<file path="src/rtl/retire_stage.sv">
// retire_stage: in-order commit stage; frees old tags, writes the arch map, issues stores, flushes on taken branches, halts on halt.
// Ports: clock/reset (sync, active-high); ROB head inputs retire_en, retire_t, retire_t_old, dest_reg_idx, inst, halt, wr_mem, take_branch, NPC, result, rs2_value;
// ir_stall back-pressure; free_en/free_tag free-list push; amt_wr_en/amt_idx/amt_tag arch map write; flush/redirect_pc squash and refetch;
// mem_req/mem_addr/mem_data/mem_size/mem_ack store handshake; halted; retire_cnt committed count.
// Build option RETIRE_PERF_EN adds store_cnt, flush_cnt, stall_cnt counters.
module retire_stage #(
  parameter int XLEN = 32,
  parameter int PHYS_SZ = 64,
  parameter int CNT_W = 64,
  localparam int TW = $clog2(PHYS_SZ)
) (
  input  logic            clock,
  input  logic            reset,
  input  logic            retire_en,
  input  logic [TW-1:0]   retire_t,
  input  logic [TW-1:0]   retire_t_old,
  input  logic [4:0]      dest_reg_idx,
  input  logic [31:0]     inst,
  input  logic            halt,
  input  logic            wr_mem,
  input  logic            take_branch,
  input  logic [XLEN-1:0] NPC,
  input  logic [XLEN-1:0] result,
  input  logic [XLEN-1:0] rs2_value,
  output logic            ir_stall,
  output logic            free_en,
  output logic [TW-1:0]   free_tag,
  output logic            amt_wr_en,
  output logic [4:0]      amt_idx,
  output logic [TW-1:0]   amt_tag,
  output logic            flush,
  output logic [XLEN-1:0] redirect_pc,
  output logic            mem_req,
  output logic [XLEN-1:0] mem_addr,
  output logic [XLEN-1:0] mem_data,
  output logic [1:0]      mem_size,
  input  logic            mem_ack,
  output logic            halted,
`ifdef RETIRE_PERF_EN
  output logic [CNT_W-1:0] store_cnt,
  output logic [CNT_W-1:0] flush_cnt,
  output logic [CNT_W-1:0] stall_cnt,
`endif
  output logic [CNT_W-1:0] retire_cnt
);
  typedef enum logic [1:0] {IDLE, STORE_WAIT, HALTED} state_t;
  state_t state, next;
  logic commit, alu_commit, store_start, store_done;
  logic unused_inputs;
  // Only the store size field of the instruction matters here; NPC is carried for the ROB's benefit.
  assign unused_inputs = ^{inst[31:14], inst[11:0], NPC};
  always_ff @(posedge clock)
    state <= reset ? IDLE : next;
  always_comb
    next = state == IDLE ? (retire_en & halt ? HALTED : retire_en & wr_mem ? STORE_WAIT : IDLE) :
           state == STORE_WAIT ? (mem_ack ? IDLE : STORE_WAIT) : HALTED;
  // Combinational outputs are forced quiet while reset is held so the ROB sees no commit that cycle.
  always_comb begin
    alu_commit  = !reset & state == IDLE & retire_en & !halt & !wr_mem;
    store_start = !reset & state == IDLE & retire_en & !halt & wr_mem;
    store_done  = !reset & state == STORE_WAIT & mem_ack;
    commit      = alu_commit | store_done | (!reset & state == IDLE & retire_en & halt);
    free_en     = alu_commit & (dest_reg_idx != 5'd0);
    amt_wr_en   = free_en;
    flush       = alu_commit & take_branch;
    ir_stall    = reset ? 1'b0 : state == HALTED ? 1'b1 : state == STORE_WAIT ? !mem_ack : store_start;
    free_tag    = free_en ? retire_t_old : '0;
    amt_idx     = amt_wr_en ? dest_reg_idx : 5'd0;
    amt_tag     = amt_wr_en ? retire_t : '0;
    redirect_pc = flush ? result : '0;
  end
  always_ff @(posedge clock) begin
    if (reset) begin
      mem_req    <= 1'b0;
      mem_addr   <= '0;
      mem_data   <= '0;
      mem_size   <= 2'd0;
      halted     <= 1'b0;
      retire_cnt <= '0;
    end else begin
      mem_req    <= next == STORE_WAIT;
      halted     <= next == HALTED;
      retire_cnt <= retire_cnt + CNT_W'(commit);
      if (store_start) begin
        mem_addr <= result;
        mem_data <= rs2_value;
        mem_size <= inst[13:12];
      end
    end
  end
`ifdef RETIRE_PERF_EN
  always_ff @(posedge clock) begin
    if (reset) begin
      store_cnt <= '0;
      flush_cnt <= '0;
      stall_cnt <= '0;
    end else begin
      store_cnt <= store_cnt + CNT_W'(store_done);
      flush_cnt <= flush_cnt + CNT_W'(flush);
      stall_cnt <= stall_cnt + CNT_W'(ir_stall & retire_en);
    end
  end
`endif
endmodule

</file>
<file path="config.mk">
export PLATFORM = sky130hd
export DESIGN_NAME = retire_stage
export DESIGN_NICKNAME = d
export VERILOG_FILES = /design/src/rtl/retire_stage.sv
export SDC_FILE = /design/constraint.sdc
export NUM_CORES = 1
export LEC_CHECK = 0
export ABC_AREA = 1
export CAP_MARGIN = 20
export CORE_ASPECT_RATIO = 1.4
export CORE_MARGIN = 5
export CORE_UTILIZATION = 35
export CTS_CLUSTER_DIAMETER = 150
export DETAILED_ROUTE_END_ITERATION = 10
export DONT_BUFFER_PORTS = 1
export PLACE_DENSITY = 0.58
export SLEW_MARGIN = 20
export SYNTH_ARGS = -nofsm -noshare
export SYNTH_HDL_FRONTEND = slang
export SYNTH_SLANG_ARGS = --single-unit
</file>
<file path="constraint.sdc">
create_clock -name clock -period 6.6 [get_ports clock]
set_clock_uncertainty 0.1 [all_clocks]
set_input_delay 0.33 -clock clock [delete_from_list [all_inputs] [get_ports clock]]
set_output_delay 0.33 -clock clock [all_outputs]
set_load 0.1 [all_outputs]
</file>
==> flow_metrics.env <==
export IMPL_status="finished clean"
export IMPL_ios=337
export IMPL_rows=59
export IMPL_setup_viol=0
export IMPL_grt_use_total=0.2035
export IMPL_slowest_stage="nor2_2"
export IMPL_worst_ir_drop_vdd_v=0.0001424
export IMPL_max_freq_mhz=286.4
export IMPL_area_growth_synth_to_final_pct=23.24
export IMPL_grt_max_degree=113
export IMPL_floorplan_initialDensity=0.3551
export IMPL_synth_common_cells="nor2_1 (284), nand2_1 (206), inv_1 (138)"
export IMPL_hold_path_class="primary input to flip-flop"
export IMPL_setup_slack_ns=3.108
export IMPL_yosysMostFrequentCell="nor2_1"
export IMPL_ys_seq_area_frac=0.4078
export IMPL_vias=6551
export IMPL_rsz0062_at_grt="false"
export IMPL_synth_top_cell_area_share=0.4078
export IMPL_die_height_um=172.2
export IMPL_path_cells="nor2_1 > nand2_1 > nor4_2 > nand2_2 > nor2_2"
export IMPL_antenna_found_initial=0
export IMPL_post_dp_cell_area_um2=6933
export IMPL_synth_seq_cells=134
export IMPL_cts_sinks=134
export IMPL_dominantRegCellSynth="dfxtp_1"
export IMPL_worstSetupStartpointType="flip-flop"
export IMPL_tritoncts="done"
export IMPL_dp_hpwl_um=16730
export IMPL_drive_above_1_share=0.1146
export IMPL_wire_per_inst_um=16.99
export IMPL_grt_pass1_wl_um=34480
export IMPL_clk_pin_slew_ns=0.07
export IMPL_crit_buf_inv=0
export IMPL_final_area_um2=8108
export IMPL_synthTopCellsByArea="dfxtp_1 (41%), nor2_1 (16%), nand2_1 (12%)"
export IMPL_place_ws_ns=3.273
export IMPL_cts_buffers=17
export IMPL_gp_congestion=0.9524
export IMPL_fin_tns_setup_ns=0
export IMPL_core_area_um2=18530
export IMPL_crit_family="simple AND/OR/NAND/NOR gates"
export IMPL_worstMarginPinSlew_ns=1.162
export IMPL_post_cts_setup_buffers=0
export IMPL_synth_cell_types=33
export IMPL_hold_viol_final=0
export IMPL_yosysWarnings=0
export IMPL_yosysTopAreaCell="dfxtp_1"
export IMPL_crit_type="flip-flop to primary output"
export IMPL_finalMaxSlewViolations=0
export IMPL_routed_via_density=4.878
export IMPL_clock_tree_root_cell="clkbuf_16"
export IMPL_portBuffers=0
export IMPL_required_ns=6.17
export IMPL_diodes=0
export IMPL_fin_util=0.4376
export IMPL_drv_cap=0
export IMPL_p_leak_nw=3.320
export IMPL_h_tree_depth=4
export IMPL_drc=0
export IMPL_avgSynthCellArea_um2=6.350
export IMPL_crit_arrival_ns=3.06
export IMPL_synth_area_um2=6579
export IMPL_syn_nets=1190
export IMPL_cts_buffer_depth=2
export IMPL_slowest_delay_ns=1.08
export IMPL_power_density_nw_per_um2=255.5
export IMPL_finalCriticalPeriod_ns=3.492
export IMPL_grt_overflow=0
export IMPL_clkLatencyLatePin_ns=0.42
export IMPL_async_flop_share=0
export IMPL_fin_crit_sh=0.5290
export IMPL_cp_end_kind="primary output"
export IMPL_dr_pass1_iters=5
export IMPL_initialDrtViolationCount=374
export IMPL_die_area_um2=21680
export IMPL_final_nets=1240
export IMPL_first_global_vias=6320
export IMPL_relSlewSlack=0.2245
export IMPL_synth_edff_count=0
export IMPL_drt_antenna_violating_nets=0
export IMPL_wirelength_um=22820
export IMPL_crit_fanout=33
export IMPL_cts_resized=0
export IMPL_postSynthCellCount=1036
export IMPL_ctsHoldBuffers=59
export IMPL_die_w_um=125.9
-- layer usage --
metal,track usage,part of all wire,vias to the layer above
li1,-,-,3296
met1,0.2078,0.36,2928
met2,0.3705,0.52,281
met3,0.07386,0.089,46
met4,0.09613,0.035,0
met5,0,0,-
-- per-stage QoR --
step | cells | hold WS (ns) | power [mW]
floorplan | 1036 | 0.3781 | 1.078
CTS | 1343 | 0.003415 | 2.092
detailed placement | 1252 | 0.3082 | 1.100
finish | 1343 | 0.01594 | 2.072
global route | 1343 | 0.01129 | 2.141
global placement | 1252 | 0.3055 | 1.099
-- path summary, 6_finish.rpt --
check        slack (ns)          start              end  cells after the start
max                3.11       state[0]  redirect_pc[23]                      5
min                0.02  rs2_value[20]     mem_data[20]                      2
max reg2reg        3.32       state[0]   retire_cnt[38]                     14
min reg2reg        0.51       state[1]           halted                      4
-- layout by cell type, fill, tap and decap left out, drive strengths merged, types with 3 or more instances in the layout --
| cell type | count |
|---|---|
| buf | 6 |
| nor3 | 3 |
| dfxtp | 134 |
| nand3 | 26 |
| xor2 | 10 |
| nand4 | 16 |
| o21ai | 81 |
| inv | 152 |
| a21oi | 57 |
| o21bai | 4 |
| nand2 | 215 |
| clkbuf | 17 |
| nor2 | 300 |
| clkinvlp | 4 |
| dlygate4sd3 | 59 |
-- flip-flops by register name, summed over array words and instances (netlist names) --
name / count
mem_addr: 32
retire_cnt: 64
mem_size: 2
mem_req: 1
state: 2
mem_data: 32
halted: 1
-- logic make-up (layout without fill, tap and decap cells) --
kind of cell / count (synthesis) / in the layout / synth area share
xor gates and xnor gates: 11 / 11 / 0.01464
adders and majority gates: 2 / 2 / 0.003803
and+or+nand+nor: 567 / 567 / 0.3568
DFF: 134 / 134 / 0.4078
buffers and inverters: 176 / 239 / 0.1029
AOI/OAI and AO/OA: 146 / 146 / 0.1141
-- cell type report --
type / instances / area, um2
fill: 1875 / 10420
timing repair buffer: 65 / 635.6
clock inverter: 15 / 157.7
sequential: 134 / 2684
clock buffer: 17 / 425.4
multi-input combinational: 726 / 3367
tap: 244 / 305.3
inverter: 142 / 533.0
-- worst reg2reg max path, stage by stage (launching register included) --
cell and delay, ns:
dfxtp_1 0.33, nor2_1 0.13, nand2_1 0.10, nor4_2 0.34, inv_1 0.21, o311ai_0 0.14, ha_1 0.28, ha_1 0.21
nand3_1 0.09, nor2_1 0.22, nand3_1 0.15, nor2_1 0.56, nand3_1 0.15, nand2_1 0.10, nor2_1 0.05
-- report_power, final --
part           switching, mW  internal (mW)  total, mW  leakage, nW
Clock                  0.421          0.536      0.957        0.276
Sequential             0.149          0.828      0.977         1.09
Combinational         0.0926         0.0456      0.138         1.96
No activity file was read; power rests on OpenSTA's default activity.
